## src/rtl/rx_deserializer_pkg.sv

```systemverilog
// Shared UART definitions: receiver state encoding and default frame geometry,
// also used by the transmit side.
package rx_deserializer_pkg;

    typedef enum logic [1:0] {
        IDLE      = 2'd0,
        STARTING  = 2'd1,
        RECEIVING = 2'd2
    } rxState_t;

    localparam int DEFAULT_WORD_SIZE   = 8;
    localparam int DEFAULT_OVER_SAMPLE = 8;

    // Samples taken after the start bit: data bits, optional parity bit, stop bit.
    function automatic int frameSamples(input int wordSize, input bit parityEn);
        return wordSize + (parityEn ? 1 : 0) + 1;
    endfunction

endpackage

```

## src/rtl/rx_sample_timer.sv

```systemverilog
// Oversample tick counter for the receiver: flags the start-bit midpoint and
// the centre of every following bit period.
module rx_sample_timer
    import rx_deserializer_pkg::*;
#(
    parameter int overSample = DEFAULT_OVER_SAMPLE
) (
    input  logic clk,
    input  logic rst,
    input  logic sampleTick,
    input  logic clear,
    output logic midStrobe,
    output logic bitStrobe
);

    localparam int tickW = $clog2(overSample);
    localparam logic [tickW-1:0] midCount  = tickW'(overSample / 2 - 1);
    localparam logic [tickW-1:0] lastCount = tickW'(overSample - 1);

    logic [tickW-1:0] tickCount;

    // Tick counter; overSample is a power of two so it wraps once per bit.
    always_ff @(posedge clk) begin
        if (rst) begin
            tickCount <= '0;
        end else if (clear) begin
            tickCount <= '0;
        end else if (sampleTick) begin
            tickCount <= tickCount + tickW'(1);
        end else begin
            tickCount <= tickCount;
        end
    end

    assign midStrobe = sampleTick && (tickCount == midCount);
    assign bitStrobe = sampleTick && (tickCount == lastCount);

endmodule

```

## src/rtl/rx_deserializer.sv

```systemverilog
// UART receive deserializer: start detection, LSB-first shifting, framing,
// overrun and optional even-parity checking (enabled by macro RX_PARITY_EN).
module rx_deserializer
    import rx_deserializer_pkg::*;
#(
    parameter int wordSize     = DEFAULT_WORD_SIZE,
    parameter int sizeBitCount = 3,
    parameter int overSample   = DEFAULT_OVER_SAMPLE
) (
    input  logic                clk,
    input  logic                rst,
    input  logic                sampleTick,
    input  logic                serialIn,
    input  logic                readRequest,
    output logic [wordSize-1:0] rcvData,
    output logic                readNotReady,
    output logic                errorStop,
    output logic                errorOverrun,
    output logic                errorParity
);

`ifdef RX_PARITY_EN
    localparam bit parityEn = 1'b1;
    localparam logic [sizeBitCount:0] parityIndex = (sizeBitCount + 1)'(wordSize);
`else
    localparam bit parityEn = 1'b0;
`endif
    localparam int bitCntW = sizeBitCount + 1;
    localparam logic [bitCntW-1:0] stopIndex = bitCntW'(frameSamples(wordSize, parityEn) - 1);
    localparam logic [bitCntW-1:0] dataCount = bitCntW'(wordSize);

    rxState_t            state;
    rxState_t            nextState;
    logic [bitCntW-1:0]  bitCount;
    logic [wordSize-1:0] shiftReg;
    logic                timerClear;
    logic                sampleStrobe;
    logic                frameDone;
    logic                midStrobe;
    logic                bitStrobe;

`ifdef RX_PARITY_EN
    logic parityBit;

    function automatic logic parityError(input logic [wordSize-1:0] data, input logic par);
        return (^data) ^ par;
    endfunction
`endif

    rx_sample_timer #(
        .overSample(overSample)
    ) sampleTimer (
        .clk       (clk),
        .rst       (rst),
        .sampleTick(sampleTick),
        .clear     (timerClear),
        .midStrobe (midStrobe),
        .bitStrobe (bitStrobe)
    );

    // State register.
    always_ff @(posedge clk) begin
        if (rst) begin
            state <= IDLE;
        end else begin
            state <= nextState;
        end
    end

    // Next-state logic; every transition is qualified by a sample tick.
    always_comb begin
        nextState = state;
        case (state)
            IDLE: begin
                if (sampleTick && !serialIn) begin
                    nextState = STARTING;
                end else begin
                    nextState = IDLE;
                end
            end
            STARTING: begin
                if (midStrobe) begin
                    nextState = serialIn ? IDLE : RECEIVING;
                end else begin
                    nextState = STARTING;
                end
            end
            RECEIVING: begin
                if (bitStrobe && (bitCount == stopIndex)) begin
                    nextState = IDLE;
                end else begin
                    nextState = RECEIVING;
                end
            end
            default: nextState = IDLE;
        endcase
    end

    // FSM outputs: timer held clear while idle and re-phased at the start-bit midpoint.
    always_comb begin
        timerClear   = 1'b0;
        sampleStrobe = 1'b0;
        frameDone    = 1'b0;
        case (state)
            IDLE: begin
                timerClear = 1'b1;
            end
            STARTING: begin
                timerClear = midStrobe;
            end
            RECEIVING: begin
                sampleStrobe = bitStrobe;
                frameDone    = bitStrobe && (bitCount == stopIndex);
            end
            default: begin
                timerClear = 1'b1;
            end
        endcase
    end

    // Bit counter for the samples of the current frame.
    always_ff @(posedge clk) begin
        if (rst) begin
            bitCount <= '0;
        end else if (state != RECEIVING) begin
            bitCount <= '0;
        end else if (frameDone) begin
            bitCount <= '0;
        end else if (sampleStrobe) begin
            bitCount <= bitCount + bitCntW'(1);
        end else begin
            bitCount <= bitCount;
        end
    end

    // Data shift register: new bits enter at the MSB so the first bit ends at bit 0.
    always_ff @(posedge clk) begin
        if (rst) begin
            shiftReg <= '0;
        end else if (sampleStrobe && (bitCount < dataCount)) begin
            shiftReg <= {serialIn, shiftReg[wordSize-1:1]};
        end else begin
            shiftReg <= shiftReg;
        end
    end

`ifdef RX_PARITY_EN
    // Parity sample, taken between the last data bit and the stop bit.
    always_ff @(posedge clk) begin
        if (rst) begin
            parityBit <= 1'b0;
        end else if (sampleStrobe && (bitCount == parityIndex)) begin
            parityBit <= serialIn;
        end else begin
            parityBit <= parityBit;
        end
    end
`endif

    // Host-visible word and flags; a completing frame takes priority over a read.
    always_ff @(posedge clk) begin
        if (rst) begin
            rcvData      <= '0;
            readNotReady <= 1'b0;
            errorStop    <= 1'b0;
            errorOverrun <= 1'b0;
            errorParity  <= 1'b0;
        end else if (frameDone) begin
            rcvData      <= shiftReg;
            readNotReady <= 1'b1;
            errorStop    <= ~serialIn;
            errorOverrun <= readNotReady & ~readRequest;
`ifdef RX_PARITY_EN
            errorParity  <= parityError(shiftReg, parityBit);
`else
            errorParity  <= 1'b0;
`endif
        end else if (readRequest) begin
            rcvData      <= rcvData;
            readNotReady <= 1'b0;
            errorStop    <= 1'b0;
            errorOverrun <= 1'b0;
            errorParity  <= 1'b0;
        end else begin
            rcvData      <= rcvData;
            readNotReady <= readNotReady;
            errorStop    <= errorStop;
            errorOverrun <= errorOverrun;
            errorParity  <= errorParity;
        end
    end

endmodule

```

## config.mk

```make
export PLATFORM = sky130hd
export DESIGN_NAME = rx_deserializer
export DESIGN_NICKNAME = d
export VERILOG_FILES = /design/src/rtl/rx_deserializer_pkg.sv /design/src/rtl/rx_sample_timer.sv /design/src/rtl/rx_deserializer.sv
export SDC_FILE = /design/constraint.sdc
export NUM_CORES = 1
export LEC_CHECK = 0
export ABC_AREA = 1
export BUFFER_PORTS_ARGS = -buffer_cell sky130_fd_sc_hd__buf_2
export CAP_MARGIN = 20
export CELL_PAD_IN_SITES_DETAIL_PLACEMENT = 2
export CELL_PAD_IN_SITES_GLOBAL_PLACEMENT = 2
export CORE_MARGIN = 5
export CORE_UTILIZATION = 34
export CTS_CLUSTER_DIAMETER = 60
export DETAILED_ROUTE_END_ITERATION = 12
export GPL_TIMING_DRIVEN = 0
export PLACE_DENSITY = 0.82
export SETUP_SLACK_MARGIN = 0.4
export SYNTH_ARGS = -nofsm -noshare
export SYNTH_HDL_FRONTEND = slang
export SYNTH_SLANG_ARGS = --single-unit
```

## constraint.sdc

```tcl
create_clock -name clk -period 4.1 [get_ports clk]
set_input_delay 0.82 -clock clk [delete_from_list [all_inputs] [get_ports clk]]
set_output_delay 0.82 -clock clk [all_outputs]
set_load 0.01 [all_outputs]
```

# Word level (Yosys, flattened, before mapping)
# Cells that the tools add are included.
dict set report word_totals {
  regBits 28
  latchBits 0
  ram_bits 0
  mem_bits_ro 0
  inputBits 5
  wordCells 42
  n_memories 0
}
dict set report op_classes {
  n_addsub 2
  mul 0
  div 0
  n_lt_le_gt_ge 1
  eq_ne 6
  shifts 0
  muxes 12
  bitwise 3
  reduce_logical 10
}
# operator n
set ops {}
lappend ops {{two-way mux 1 bit} 7}
lappend ops {{two-way mux 2 bit} 3}
lappend ops {{case mux 2 bit (3 select lines)} 1}
lappend ops {{logical AND 1 bit} 5}
lappend ops {{adder 4 x 1 -> 4 bit, second input constant} 1}
lappend ops {{== test 4 bit, second input constant} 1}
lappend ops {{< comparator 4 bit, second input constant} 1}
lappend ops {{adder 3 x 1 -> 3 bit, second input constant} 1}
lappend ops {{== test 3 x 2 -> 1 bit, second input constant} 1}
lappend ops {{== test 3 bit, second input constant} 1}
lappend ops {{OR reduction 3 bit} 1}
lappend ops {{== test 2 x 1 -> 1 bit, second input constant} 1}
lappend ops {{== test 2 bit, second input constant} 1}
lappend ops {{logical NOT 2 bit} 1}
lappend ops {{inequality test 2 bit, second input constant} 1}
lappend ops {{NOT 1 bit} 2}
lappend ops {{case mux 1 bit (2 select lines)} 1}
lappend ops {{nonzero test 2 bit} 1}
lappend ops {{OR reduction 2 bit} 1}
lappend ops {{AND 1 bit} 1}
lappend ops {{logical NOT 1 bit} 1}

# Longest topological paths before layout
dict set report depth {
  word_depth 5
  depth_mapped 8
}

# Cells and area by module
# From an unflattened synthesis, not the netlist that was laid out.
dict set report unflattened {
  cells_unflattened 159
  area_unflattened_um2 1218.7
}
# mod instances cells_each area_per_inst_um2 seq_area_each_um2
set modules_own_cells {}
lappend modules_own_cells {rx_deserializer 1 133 1023.5 500.5}
lappend modules_own_cells {rx_sample_timer 1 26 195.2 60.1}

# Least setup slack after synthesis
# Ideal clock, no wire load.
dict set report synth_timing {
  path_kind {input -> register}
  start {in sampleTick}
  end {reg rcvData[1]}
  setup_time_ns 0.113
  t_arrival_ns 1.543
  setup_slack_ns 2.443
  path_stages 7
  path_buffers 2
  path_cell_list {buf_4 nand2_2 nor2_4 nand2_1 buf_4 o21ai_1 nor2_1}
}
dict set report synth_via {
  elab_chain_len 3
}
# item line_no
set synth_rtl {}
lappend synth_rtl {{start: declaration} rx_deserializer.sv:12} ;# input logic sampleTick,
lappend synth_rtl {{logical AND 1 bit} rx_sample_timer.sv:36} ;# assign bitStrobe = sampleTick && (tickCount == lastCount);
lappend synth_rtl {{logical AND 1 bit} rx_deserializer.sv:113} ;# frameDone = bitStrobe && (bitCount == stopIndex);
lappend synth_rtl {{two-way mux 1 bit} rx_deserializer.sv:104} ;# case (state)
lappend synth_rtl {{end signal: assignment} rx_deserializer.sv:169} ;# rcvData <= shiftReg;
lappend synth_rtl {{end signal: assignment} rx_deserializer.sv:179} ;# rcvData <= rcvData;
lappend synth_rtl {{end signal: assignment} rx_deserializer.sv:185} ;# rcvData <= rcvData;
lappend synth_rtl {{end: declaration} rx_deserializer.sv:15} ;# output logic [wordSize-1:0] rcvData,
# No other way between the ends.
# A chain may end at the register's enable or synchronous reset.

# Final worst setup path
dict set report layout_timing {
  start {reg errorOverrun}
  end {out errorOverrun}
}
# item line_no
set layout_rtl {}
lappend layout_rtl {{start: declaration} rx_deserializer.sv:18} ;# output logic errorOverrun,
lappend layout_rtl {{start signal: assignment} rx_deserializer.sv:172} ;# errorOverrun <= readNotReady & ~readRequest;
lappend layout_rtl {{start signal: assignment} rx_deserializer.sv:188} ;# errorOverrun <= errorOverrun;
# No word-level cell between the ends.

==> impl_metrics.py <==
metrics = {
    "status": {
        "outcome": "complete, no violations",
    },
    "floorplanning": {
        "ios": 17,
        "start_util": 0.3517,
        "num_rows": 21,
        "core_area_mm2": 0.003337,
        "die-height_um": 68.75,
        "die-area_mm2": 0.004727,
        "die_width_um": 68.75,
    },
    "setup_path": {
        "cp_num_buf_inv": 1,
        "startpoint_type": "flip-flop",
        "crit_type": "reg -> out",
        "slowest_delay_ns": 0.37,
        "critical_path.cell_chain": "buf_2",
        "arrival_ns": 0.85,
        "crit_path_top_delay_cell": "dfxtp_1",
        "worst-path-max-fanout": 2,
        "cp_top_family": "flip-flops",
        "end_kind": "output port",
        "worstPathRequired_ns": 3.28,
    },
    "synthesis": {
        "synthMuxAreaShare": 0,
        "avgSynthCellArea_um2": 7.877,
        "synth_cell_types": 23,
        "yosys_warnings": 0,
        "synthCells": 149,
        "synth-compound-area-share": 0.1173,
        "synth.cell_area_mm2": 0.001174,
        "synth-simple-area-share": 0.2665,
        "synth_top_family_by_area": "simple AND/OR/NAND/NOR gates",
        "synth-seq-cells": 28,
        "synth_seq_area_share": 0.4776,
        "synth_xor_area_frac": 0.01493,
        "synth_adder_area_share": 0.05330,
        "synth_nets": 159,
    },
    "job": {
        "maxCapViolations": 0,
    },
    "clocking": {
        "cts_resized": 0,
        "cts-htree-levels": 1,
        "clockBufferDepth": 2,
        "cts.sink_count": 28,
        "clk_pin_slew_ns": 0.17,
        "cts.hold.buffers_added": 0,
        "clock_latency_ns": 0.34,
        "postCtsSetupBuffers": 0,
        "root_buffer": "clkbuf_4",
        "cts_buffers": 3,
        "cts_tree": "done",
    },
    "timing": {
        "min_period_ns": 1.667,
        "fmax_ghz": 0.5999,
        "max_slew_margin": 0.6652,
        "timing.final.max_slew_violations": 0,
        "post-route-period-util": 0.4066,
        "hold_viol_final": 0,
        "tightest_slew_ns": 0.5022,
        "setup_viol": 0,
        "fin_setup_tns_ns": 0,
        "skew_ns": 0.008839,
        "rsz0062_at_grt": "false",
        "whs_ns": 0.4930,
    },
    "drt": {
        "drt_first_pass_iters": 4,
        "finalWirelength_mm": 3.030,
        "via_count": 1061,
        "vias_per_cell": 4.981,
        "ant_nets": 0,
        "wl_per_cell_um": 14.23,
        "drcViolationCount": 0,
        "drtIter0Drc": 18,
    },
    "layout": {
        "final_cell_mix": "28 x nand2_1, 28 x dfxtp_1, 19 x nor2_1",
        "finalNetCount": 178,
        "area_growth_pct": 15.35,
        "drive_gt1_frac": 0.1617,
        "diodes": 0,
    },
    "global_route": {
        "grt_pass1_wl_mm": 5.147,
        "grt_pass1_vias": 1152,
        "grtUsageTotal": 0.1461,
        "antenna_found_initial": 0,
        "gr-total-overflow": 0,
        "grt_max_degree": 17,
    },
    "power_and_ir_drop": {
        "max-vdd-ir-drop_mv": 0.1547,
        "power.leakage_nw": 0.5544,
        "powerDensity_mw_per_mm2": 355.2,
    },
    "placed_design": {
        "dp_hpwl_mm": 2.242,
        "port_buffers": 14,
        "place_congestion": 0.6973,
    },
    "hold_path": {
        "worst_hold_path_type": "reg -> reg",
    },
}
-- tightest hold or removal path: stages, from the launching register on --
cell and delay [ns]:
dfxtp_1 0.35, nand2_1 0.07, a21oi_1 0.05
-- state kept, by name, summed over array words and instances (netlist names) --
register / count
rcvData: 8
readNotReady: 1
shiftReg: 8
bitCount: 4
state: 2
errorOverrun: 1
errorStop: 1
sampleTimer.tickCount: 3
-- cell usage after synthesis --
master | count | area (um^2)
nor2_4 | 2 | 22.52
nand2_1 | 28 | 105.1
conb_1 | 1 | 3.750
xnor2_1 | 1 | 8.760
nand3b_1 | 1 | 7.510
clkinv_1 | 1 | 3.750
or2_2 | 1 | 6.260
nor2_1 | 19 | 71.32
inv_1 | 11 | 41.29
xor2_1 | 1 | 8.760
nand4_1 | 1 | 6.260
a21oi_1 | 17 | 85.08
dfxtp_1 | 28 | 560.5
buf_4 | 4 | 30.03
nand4_2 | 1 | 12.51
nand2_2 | 1 | 6.260
o21ai_1 | 7 | 35.03
o21a_1 | 1 | 7.510
nand3_1 | 14 | 70.07
nor3_1 | 1 | 5.000
ha_1 | 5 | 62.56
o21ai_0 | 2 | 10.01
clkbuf_1 | 1 | 3.750
-- layout make-up --
class | count | area, um^2
clock inverters | 1 | 30.03
multi-input cells | 104 | 534.3
repair buffers | 14 | 70.07
clock buffers | 3 | 22.52
plain buffers | 5 | 33.78
flip-flops and latches | 28 | 560.5
fillers | 418 | 1983
inverters | 12 | 45.04
well taps | 46 | 57.56
-- logic make-up (layout without fill, tap and decap cells) --
logic type | Yosys count | count (layout)
flip-flops | 28 | 28
AND/OR/NAND/NOR | 69 | 69
other | 1 | 1
AO/OA/AOI/OAI | 27 | 27
XOR/XNOR | 2 | 2
adder cells (fa/ha/maj) | 5 | 5
buffers and inverters | 17 | 35
-- power by group --
part | internal (W) | switching (W)
combinational | 0.00000597 | 0.0000116
clock | 0.0000989 | 0.0000900
sequential | 0.000274 | 0.000000778
total | 0.000378 | 0.000102
-- final timing paths --
check	from	to	slack (ns)	depth (start not counted)
worst max register to register	sampleTimer.tickCount[0]	state[1]	2.48	7
worst min-delay path	sampleTimer.tickCount[1]	sampleTimer.tickCount[1]	0.49	2
worst max-delay path	errorOverrun	errorOverrun	2.43	1
worst min register to register	sampleTimer.tickCount[1]	sampleTimer.tickCount[1]	0.49	2
-- stage by stage --
step	setup WS (ns)	area, um^2	util	std cells	power (W)
floorplan	2.443	1174	-	149	0.0002918
global placement	2.313	1301	0.3900	209	0.0002967
detailed placement	2.225	1301	0.3900	209	0.0002978
CTS	2.421	1354	0.4057	213	0.0004862
global route	2.291	1354	0.4057	213	0.0004989
finish	2.433	1354	0.4057	213	0.0004809
-- per-layer routing --
layer  GRT usage  share of wire
met5           0              0
met4     0.03650         0.0046
met3     0.02593          0.026
met1      0.1711           0.45
met2      0.2718           0.52
Note: power is estimated with default switching activity, not from simulation.
